<file path="config.mk">
export PLATFORM = sky130hd
export DESIGN_NAME = memory_arbiter
export DESIGN_NICKNAME = d
export VERILOG_FILES = /design/src/rtl/memory_arbiter_pkg.sv /design/src/rtl/memory_arbiter_slot.sv /design/src/rtl/memory_arbiter.sv
export SDC_FILE = /design/constraint.sdc
export NUM_CORES = 1
export LEC_CHECK = 0
export BUFFER_PORTS_ARGS = -buffer_cell sky130_fd_sc_hd__buf_2
export CELL_PAD_IN_SITES_DETAIL_PLACEMENT = 0
export CELL_PAD_IN_SITES_GLOBAL_PLACEMENT = 1
export CORE_ASPECT_RATIO = 0.6
export CORE_MARGIN = 8
export CORE_UTILIZATION = 34
export DETAILED_ROUTE_END_ITERATION = 16
export PLACE_DENSITY_LB_ADDON = 0.1
export SETUP_SLACK_MARGIN = 0.4
export SKIP_CTS_REPAIR_TIMING = 1
export SLEW_MARGIN = 20
export SYNTH_ARGS = -nofsm -noshare
export SYNTH_HDL_FRONTEND = slang
export SYNTH_HIERARCHICAL = 1
export SYNTH_SLANG_ARGS = --single-unit
</file>
<file path="constraint.sdc">
create_clock -name clock -period 2.05 [get_ports clock]
set_input_delay 0.41 -clock clock [delete_from_list [all_inputs] [get_ports clock]]
set_output_delay 0.41 -clock clock [all_outputs]
set_load 0.02 [all_outputs]
</file>
<file path="src/rtl/memory_arbiter_pkg.sv">
// Shared types, state encodings and the tie-break helper for the memory bus arbiter.
package memory_arbiter_pkg;

  typedef struct packed {
    logic        mem_valid;
    logic        mem_instr;
    logic [31:0] mem_addr;
    logic [31:0] mem_wdata;
    logic [3:0]  mem_wstrb;
  } mem_in_type;

  typedef struct packed {
    logic        mem_ready;
    logic [31:0] mem_rdata;
  } mem_out_type;

  typedef enum logic [0:0] {
    arb_idle = 1'b0,
    arb_busy = 1'b1
  } arb_state_type;

  localparam logic arb_fetch = 1'b0;
  localparam logic arb_data  = 1'b1;

  // Pending slots live in memory_arbiter_slot; req holds the granted request while BUSY.
  typedef struct packed {
    arb_state_type state;
    logic          owner;
    logic          last;
    mem_in_type    req;
  } memory_arbiter_reg_type;

  localparam memory_arbiter_reg_type init_memory_arbiter_reg = '{
    state: arb_idle,
    owner: arb_fetch,
    last:  arb_fetch,
    req:   '0
  };

  function automatic logic pick_winner(input logic cand_i, input logic cand_d, input logic last);
    if (cand_i && cand_d) begin
      return ~last;
    end else if (cand_d) begin
      return arb_data;
    end else begin
      return arb_fetch;
    end
  endfunction

endpackage

</file>
<file path="src/rtl/memory_arbiter_slot.sv">
// Per-port pending-request register: captures an ungranted pulse, cleared on grant,
// and flags a second pulse arriving while it is already full.
module memory_arbiter_slot
  import memory_arbiter_pkg::*;
(
  input  logic       clock,
  input  logic       reset,
  input  logic       i_set,
  input  logic       i_clear,
  input  mem_in_type i_req,
  output mem_in_type o_slot,
  output logic       o_violation
);

  mem_in_type r_slot;

  assign o_slot      = r_slot;
  assign o_violation = i_set & r_slot.mem_valid;

  // Slot register; a set against a full slot is a duplicate and is dropped.
  always_ff @(posedge clock) begin
    if (reset) begin
      r_slot <= '0;
    end else if (i_clear) begin
      r_slot <= '0;
    end else if (i_set && !r_slot.mem_valid) begin
      r_slot <= i_req;
    end else begin
      r_slot <= r_slot;
    end
  end

endmodule

</file>
<file path="src/rtl/memory_arbiter.sv">
// Shares one memory bus between fetch and data ports with one transaction outstanding;
// ties alternate starting with data, completions are routed back to the owner.
module memory_arbiter
  import memory_arbiter_pkg::*;
(
  input  logic        reset,
  input  logic        clock,
  input  mem_in_type  imem_in,
  output mem_out_type imem_out,
  input  mem_in_type  dmem_in,
  output mem_out_type dmem_out,
  output mem_in_type  mem_in,
  input  mem_out_type mem_out,
  output logic        o_protocol_violation
);

  memory_arbiter_reg_type r;
  memory_arbiter_reg_type rin;

  mem_in_type w_slot_i;
  mem_in_type w_slot_d;
  logic       w_set_i;
  logic       w_set_d;
  logic       w_clr_i;
  logic       w_clr_d;
  logic       w_sviol_i;
  logic       w_sviol_d;
  logic       w_acc_i;
  logic       w_acc_d;
  logic       w_cand_i;
  logic       w_cand_d;
  logic       w_win;
  logic       w_viol;
  logic       r_violation;

  memory_arbiter_slot u_slot_i (
    .clock       (clock),
    .reset       (reset),
    .i_set       (w_set_i),
    .i_clear     (w_clr_i),
    .i_req       (imem_in),
    .o_slot      (w_slot_i),
    .o_violation (w_sviol_i)
  );

  memory_arbiter_slot u_slot_d (
    .clock       (clock),
    .reset       (reset),
    .i_set       (w_set_d),
    .i_clear     (w_clr_d),
    .i_req       (dmem_in),
    .o_slot      (w_slot_d),
    .o_violation (w_sviol_d)
  );

  // Grant selection, slot control, bus drive and response routing.
  always_comb begin
    memory_arbiter_reg_type v;
    v = r;

    // A pulse from the port that currently owns the bus is illegal and never accepted.
    w_acc_i  = imem_in.mem_valid & ~((r.state == arb_busy) & (r.owner == arb_fetch));
    w_acc_d  = dmem_in.mem_valid & ~((r.state == arb_busy) & (r.owner == arb_data));
    w_cand_i = w_slot_i.mem_valid | w_acc_i;
    w_cand_d = w_slot_d.mem_valid | w_acc_d;
    w_win    = pick_winner(w_cand_i, w_cand_d, r.last);

    w_clr_i = 1'b0;
    w_clr_d = 1'b0;
    w_set_i = w_acc_i;
    w_set_d = w_acc_d;

    mem_in           = r.req;
    mem_in.mem_valid = 1'b0;

    imem_out.mem_ready = 1'b0;
    imem_out.mem_rdata = mem_out.mem_rdata;
    dmem_out.mem_ready = 1'b0;
    dmem_out.mem_rdata = mem_out.mem_rdata;

    case (r.state)
      arb_idle: begin
        if (w_cand_i || w_cand_d) begin
          // A parked request beats the same port's fresh pulse; that pulse is then a duplicate.
          if (w_win == arb_data) begin
            mem_in  = w_slot_d.mem_valid ? w_slot_d : dmem_in;
            w_clr_d = w_slot_d.mem_valid;
            w_set_d = w_acc_d & w_slot_d.mem_valid;
          end else begin
            mem_in  = w_slot_i.mem_valid ? w_slot_i : imem_in;
            w_clr_i = w_slot_i.mem_valid;
            w_set_i = w_acc_i & w_slot_i.mem_valid;
          end
          mem_in.mem_valid = 1'b1;
          v.req   = mem_in;
          v.owner = w_win;
          v.last  = w_win;
          v.state = arb_busy;
        end else begin
          v.state = arb_idle;
        end
      end
      arb_busy: begin
        if (mem_out.mem_ready) begin
          if (r.owner == arb_data) begin
            dmem_out.mem_ready = 1'b1;
          end else begin
            imem_out.mem_ready = 1'b1;
          end
          v.state = arb_idle;
        end else begin
          v.state = arb_busy;
        end
      end
      default: begin
        v = init_memory_arbiter_reg;
      end
    endcase

    rin = v;
  end

  assign w_viol = (imem_in.mem_valid & ~w_acc_i) | (dmem_in.mem_valid & ~w_acc_d)
                | w_sviol_i | w_sviol_d;

  assign o_protocol_violation = r_violation;

  // Arbiter state register and registered violation flag.
  always_ff @(posedge clock) begin
    if (reset) begin
      r           <= init_memory_arbiter_reg;
      r_violation <= 1'b0;
    end else begin
      r           <= rin;
      r_violation <= w_viol;
    end
  end

endmodule

</file>
==> flow_summary.toml, run 1 <==
[synthesis]
synth_edf_count = 0
ys.flop_type = "dfxtp_1"
ys_types = 37
avgSynthCellArea_um2 = 7.37
synthTopCellsByCount = "nand2_1 (397), dfxtp_1 (212), a21oi_1 (192)"
yosys_warnings = 6
synth.most_common_cell = "nand2_1"
async_flop_share = 0
synthCells = 1563
synth_top_area_cell = "dfxtp_1"
synth.top_cell.area_share = 0.368
ys_ff_latch = 212
syn_nets = 1738
ys_top_cells_by_area = "dfxtp_1 (37%), nand2_1 (13%), a21oi_1 (8.3%)"
syn_area_um2 = 11500
ys_seq_area_frac = 0.368

[clock_network]
clk_pin_slew_ns = 0.06
cts_tree = "yes"
cts_sinks = 212
root_buffer = "clkbuf_16"
clockBufferDepth = 3
htreeDepth = 1
clk_latency_ns = 0.54
numCtsBuffers = 24

[sta]
hold_violations = 0
min_period_over_period = 1.24
hold-worst-slack_ns = 0.121
max_clock_freq_ghz = 0.393
skew_ns = 0.0195
setup_slack_ns = -0.492
rsz0062_at_grt = "yes"
slew-limit-headroom = 0.637
tightest_slew_ns = 0.545
min_period_ns = 2.54
report.final.slew_viol_count = 0
finalSetupViolCount = 72

[grt]
grt_pass1_wl_um = 62600
grt_overflow = 0
grt_pass1_vias = 10400
grt_max_degree = 47
antenna_found_initial = 2
track_usage = 0.198

[setup_path]
crit_required_ns = 1.64
r2r_slack_ns = 0
crit_path_cell_trace = "nand2b_4, and3b_4, buf_12, clkbuf_16, o22ai_1, o21ai_2, buf_6"
r2r_start = "u_slot_d/o_slot[69]"
end_kind = "output port"
timing_worst_setup_path_type = "reg -> out"
startpoint_type = "flip-flop"
cp_slowest_stage_delay_ns = 0.42
worstPathMaxFanout = 14
arrival_ns = 2.13
critPathSlowestCell = "dfxtp_4"
rr_worst_depth = 11
r2r_end = "u_slot_i/o_slot[17]"

[routing]
initialDrtViolationCount = 665
dr.pass1.iters = 5
via_count = 11000
drcViolationCount = 0
via_per_inst = 5.09
drt-wirelength-per-cell_um = 20.6
ant_nets = 0
routed_wl_um = 44700

[place]
dp_slack_ns = -0.105
io_buffers = 215
dp_hpwl_um = 27500
gp_congestion = 0.758
post_dp_cell_area_um2 = 13400

[floorplan]
start_util = 0.343
io_pins = 312
chipHeight_um = 159
die_w_um = 254
rows = 52
dieArea_um2 = 40200
design.core.area_um2 = 33600

[pwr]
powerDensity_nw_per_um2 = 909
leakage_nw = 5.98
netSwitchingFraction = 0.344
switchingPower_w = 0.00484
pwr-share-seq = 0.338
finalPower_w = 0.0141
power_frac_comb = 0.350
p_int_w = 0.00922
irDropWorstVdd_v = 0.000677
pwr-share-clk = 0.312

[layout]
n_fill_cell = 3379
final_area_um2 = 15500
syn_to_final_growth_pct = 34.2
nets = 1870
drive_above_1_share = 0.325

[run_status]
status = "finished, violations left"
violations = "setup timing"

[hold_path]
hold_path.startpoint = "dmem_in[8]"
min_to = "u_slot_d/o_slot[8]"
holdCritPathClass = "in -> reg"
holdPathStages = 3

[job]
drv_cap = 0
==> metal layers <==
layer / vias up / global-route usage / wire [um]
li1: 5454 / - / -
met1: 5296 / 0.282 / 21900
met2: 253 / 0.315 / 20000
met3: 38 / 0.0333 / 2220
met4: 0 / 0.0301 / 579
met5: - / 0 / 0
==> power groups by stage <==
stage / Sequential (W) / Clock, W / Combinational [W]
floorplan: 0.00479 / 0 / 0.00284
global placement: 0.00482 / 0 / 0.00404
detailed placement: 0.00484 / 0 / 0.00407
CTS: 0.00475 / 0.00449 / 0.00408
global route: 0.00480 / 0.00466 / 0.00527
finish: 0.00476 / 0.00438 / 0.00492
==> through the flow <==
step / instances / util / setup TNS (ns)
6_report: 2170 / 0.461 / -31.27
5_1_grt: 2170 / 0.461 / -38.01
4_1_cts: 2139 / 0.421 / -33.28
3_5_place_dp: 2098 / 0.398 / -5.14
3_3_place_gp: 2098 / 0.398 / -3.74
2_1_floorplan: 1563 / - / 0
==> area by class of cell <==
cell class | instances | area, um^2 | area share
Antenna cell | 1 | 2.50 | 0.000162
Multi-Input combinational cell | 1143 | 6880 | 0.445
Clock inverter | 3 | 40.0 | 0.00259
Timing Repair Buffer | 312 | 2980 | 0.193
Inverter | 2 | 7.51 | 0.000485
Clock buffer | 38 | 734 | 0.0475
Sequential cell | 212 | 4250 | 0.275
Tap cell | 459 | 574 | 0.0371
==> critical path: cells and delay by family, from the launching register on <==
kind / cells / cell delay [ns]
and+or+nand+nor: 2 / 0.40
AOI/OAI and AO/OA: 2 / 0.29
DFF: 1 / 0.42
buffers and inverters: 3 / 0.47
==> cells in the final DEF, fill, tap and decap left out, drive strengths merged, types with 2 or more instances in the layout <==
cell type	instances
nand3b	69
inv	2
clkinv	2
and2	2
nand2b	5
mux2i	69
and3	2
buf	298
o21ai	139
nand2	417
dfxtp	212
nor2	76
clkbuf	52
nor2b	72
o22ai	69
a21oi	212
or2	2
==> kinds of logic after synthesis <==
| kind of cell | synth area share |
|---|---|
| compound gates | 0.206 |
| mux | 0.0609 |
| buf+inv | 0.107 |
| simple gates | 0.259 |
| flops | 0.368 |
==> worst max-delay path by stage <==
| stage | depth (start not counted) | from | end |
|---|---|---|---|
| detailed placement | 7 | imem_in[69] | mem_in[2] |
| global placement | 7 | imem_in[69] | mem_in[2] |
| global route | 7 | u_slot_d/o_slot[69] | mem_in[28] |
| finish | 7 | u_slot_d/o_slot[69] | mem_in[54] |
| CTS | 7 | u_slot_d/o_slot[69] | mem_in[66] |
| floorplan | 7 | u_slot_i/o_slot[69] | mem_in[27] |
==> state kept, by name (all words and copies together), names as in the netlist <==
register / cells
o_protocol_violation: 1
r: 71
u_slot_d/o_slot: 70
u_slot_i/o_slot: 70
Note: power is estimated with default switching activity, not from simulation.
==> run 2: changes to the inputs <==
--- a/config.mk
+++ b/config.mk
@@ -10,7 +10,7 @@
 export CELL_PAD_IN_SITES_GLOBAL_PLACEMENT = 1
 export CORE_ASPECT_RATIO = 0.6
 export CORE_MARGIN = 8
-export CORE_UTILIZATION = 34
+export CORE_UTILIZATION = 41
 export DETAILED_ROUTE_END_ITERATION = 16
 export PLACE_DENSITY_LB_ADDON = 0.1
 export SETUP_SLACK_MARGIN = 0.4
==> constraint.sdc (replaced) <==
create_clock -name clock -period 3.14 [get_ports clock]
set_input_delay 0.628 -clock clock [delete_from_list [all_inputs] [get_ports clock]]
set_output_delay 0.628 -clock clock [all_outputs]
set_load 0.02 [all_outputs]
==> run 2 against run 1 <==
Effect of this change:
- the flow now finishes without violations
- clock power fell by 37%
- combinational power decreased by 41%
- worst hold slack improved by 0.22 ns
==> flow_summary.toml, run 2 (synthesis gave the netlist of run 1 again) <==
[setup_path]
crit_path_cell_trace = "nor2_4, and3b_4, buf_12, clkbuf_16, o22ai_1, o21ai_1, buf_4"
cp_num_buf_inv = 3
worstPathMaxFanout = 8
cp_slowest_stage_delay_ns = 0.39
critPathSlowestCell = "dfxtp_4"
end_kind = "output port"
critical-path-top-delay-family = "simple AND/OR/NAND/NOR gates"
timing_worst_setup_path_type = "reg -> out"
startpoint_type = "flip-flop"
arrival_ns = 2.19
crit_required_ns = 2.51

[grt]
track_usage = 0.218
antenna_found_initial = 6
grt_pass1_vias = 10400
grt_overflow = 0
grt_pass1_wl_um = 60300
grt_max_degree = 71

[pwr]
pwr-share-clk = 0.312
finalPower_w = 0.00877
switchingPower_w = 0.00303
irDropWorstVdd_v = 0.000280
netSwitchingFraction = 0.345
p_int_w = 0.00574
pwr-share-seq = 0.355
leakage_nw = 5.74
power_frac_comb = 0.333
powerDensity_nw_per_um2 = 600

[layout]
utilization = 0.530
final_cell_mix = "nand2_1 (396), dfxtp_1 (208), a21oi_1 (190)"
syn_to_final_growth_pct = 26.7
largest_reg_flops = 71
drive_above_1_share = 0.272
largest-register = "r"
layout_commonest_cell = "nand2_1"
final_area_um2 = 14600
nets = 1862

[clock_network]
clk_latency_ns = 0.53
cts_sinks = 212
root_buffer = "clkbuf_16"
numCtsBuffers = 23
clk_pin_slew_ns = 0.07
clockBufferDepth = 3
cts_tree = "yes"
htreeDepth = 1

[routing]
via_per_inst = 5.41
ant_nets = 0
dr.pass1.iters = 5
routed_wl_um = 43600
drt-wirelength-per-cell_um = 21.0
drcViolationCount = 0
initialDrtViolationCount = 841
via_count = 11200

[floorplan]
start_util = 0.418
design.core.area_um2 = 27600
chipHeight_um = 146
dieArea_um2 = 33900
rows = 47
io_pins = 312
die_w_um = 232

[sta]
skew_ns = 0.00887
min_period_over_period = 0.898
tightest_slew_ns = 0.953
setup_total_negative_slack_ns = 0
slew-limit-headroom = 0.363
min_period_ns = 2.82
finalSetupViolCount = 0
hold_violations = 0
rsz0062_at_grt = "yes"
hold-worst-slack_ns = 0.343
max_clock_freq_ghz = 0.354
report.final.slew_viol_count = 0

[place]
gp_congestion = 0.782
io_buffers = 215
post_dp_cell_area_um2 = 12400
dp_hpwl_um = 24800

[run_status]
status = "finished, final reports clean"

[job]
drv_cap = 0

[hold_path]
holdCritPathClass = "in -> reg"
run 2: path summary, 6_finish.rpt:
| check | slack [ns] | from | endpoint | cells past startpoint |
|---|---|---|---|---|
| max reg2reg | 0.60 | u_slot_d/o_slot[69] | u_slot_i/o_slot[22] | 8 |
| min reg2reg | 0.45 | u_slot_d/o_slot[40] | u_slot_d/o_slot[40] | 2 |
| min | 0.34 | imem_in[67] | u_slot_i/o_slot[67] | 3 |
| max | 0.32 | u_slot_i/o_slot[69] | mem_in[38] | 7 |
run 2: power groups by stage:
stage | clock network, W | registers (W) | logic, W
2_1_floorplan | 0 | 0.00313 | 0.00165
3_3_place_gp | 0 | 0.00317 | 0.00227
3_5_place_dp | 0 | 0.00318 | 0.00229
4_1_cts | 0.00279 | 0.00312 | 0.00229
5_1_grt | 0.00292 | 0.00314 | 0.00313
6_report | 0.00274 | 0.00311 | 0.00292
run 2: per-stage QoR:
stage	setup slack, ns	instances
after detailed placement	0.426	1976
after global placement	0.420	1976
after CTS	0.0264	2018
final	0.319	2072
after global routing	0.246	2072
after floorplan	0.598	1563
run 2: cell type report:
cell class | instances | area [um^2]
inverters | 2 | 7.51
repair buffers | 303 | 2650
multi-input cells | 1145 | 6490
well taps | 367 | 459
fillers | 2693 | 13000
flip-flops and latches | 212 | 4260
clock buffers | 37 | 718
clock inverters | 5 | 31.3
diodes | 1 | 2.50
run 2: metal layers:
layer  GRT usage  share of wire
met1       0.309           0.48
met2       0.332           0.43
met3      0.0590          0.076
met4      0.0352          0.012
met5           0         0.0014
run 2: worst register-to-register path, stage by stage, from the launching register on:
cell	delay, ns
dfxtp_4	0.42
buf_4	0.17
o21bai_4	0.12
buf_4	0.16
a21oi_1	0.19
nor2b_4	0.82
buf_12	0.34
nand2_1	0.10
a21oi_1	0.14
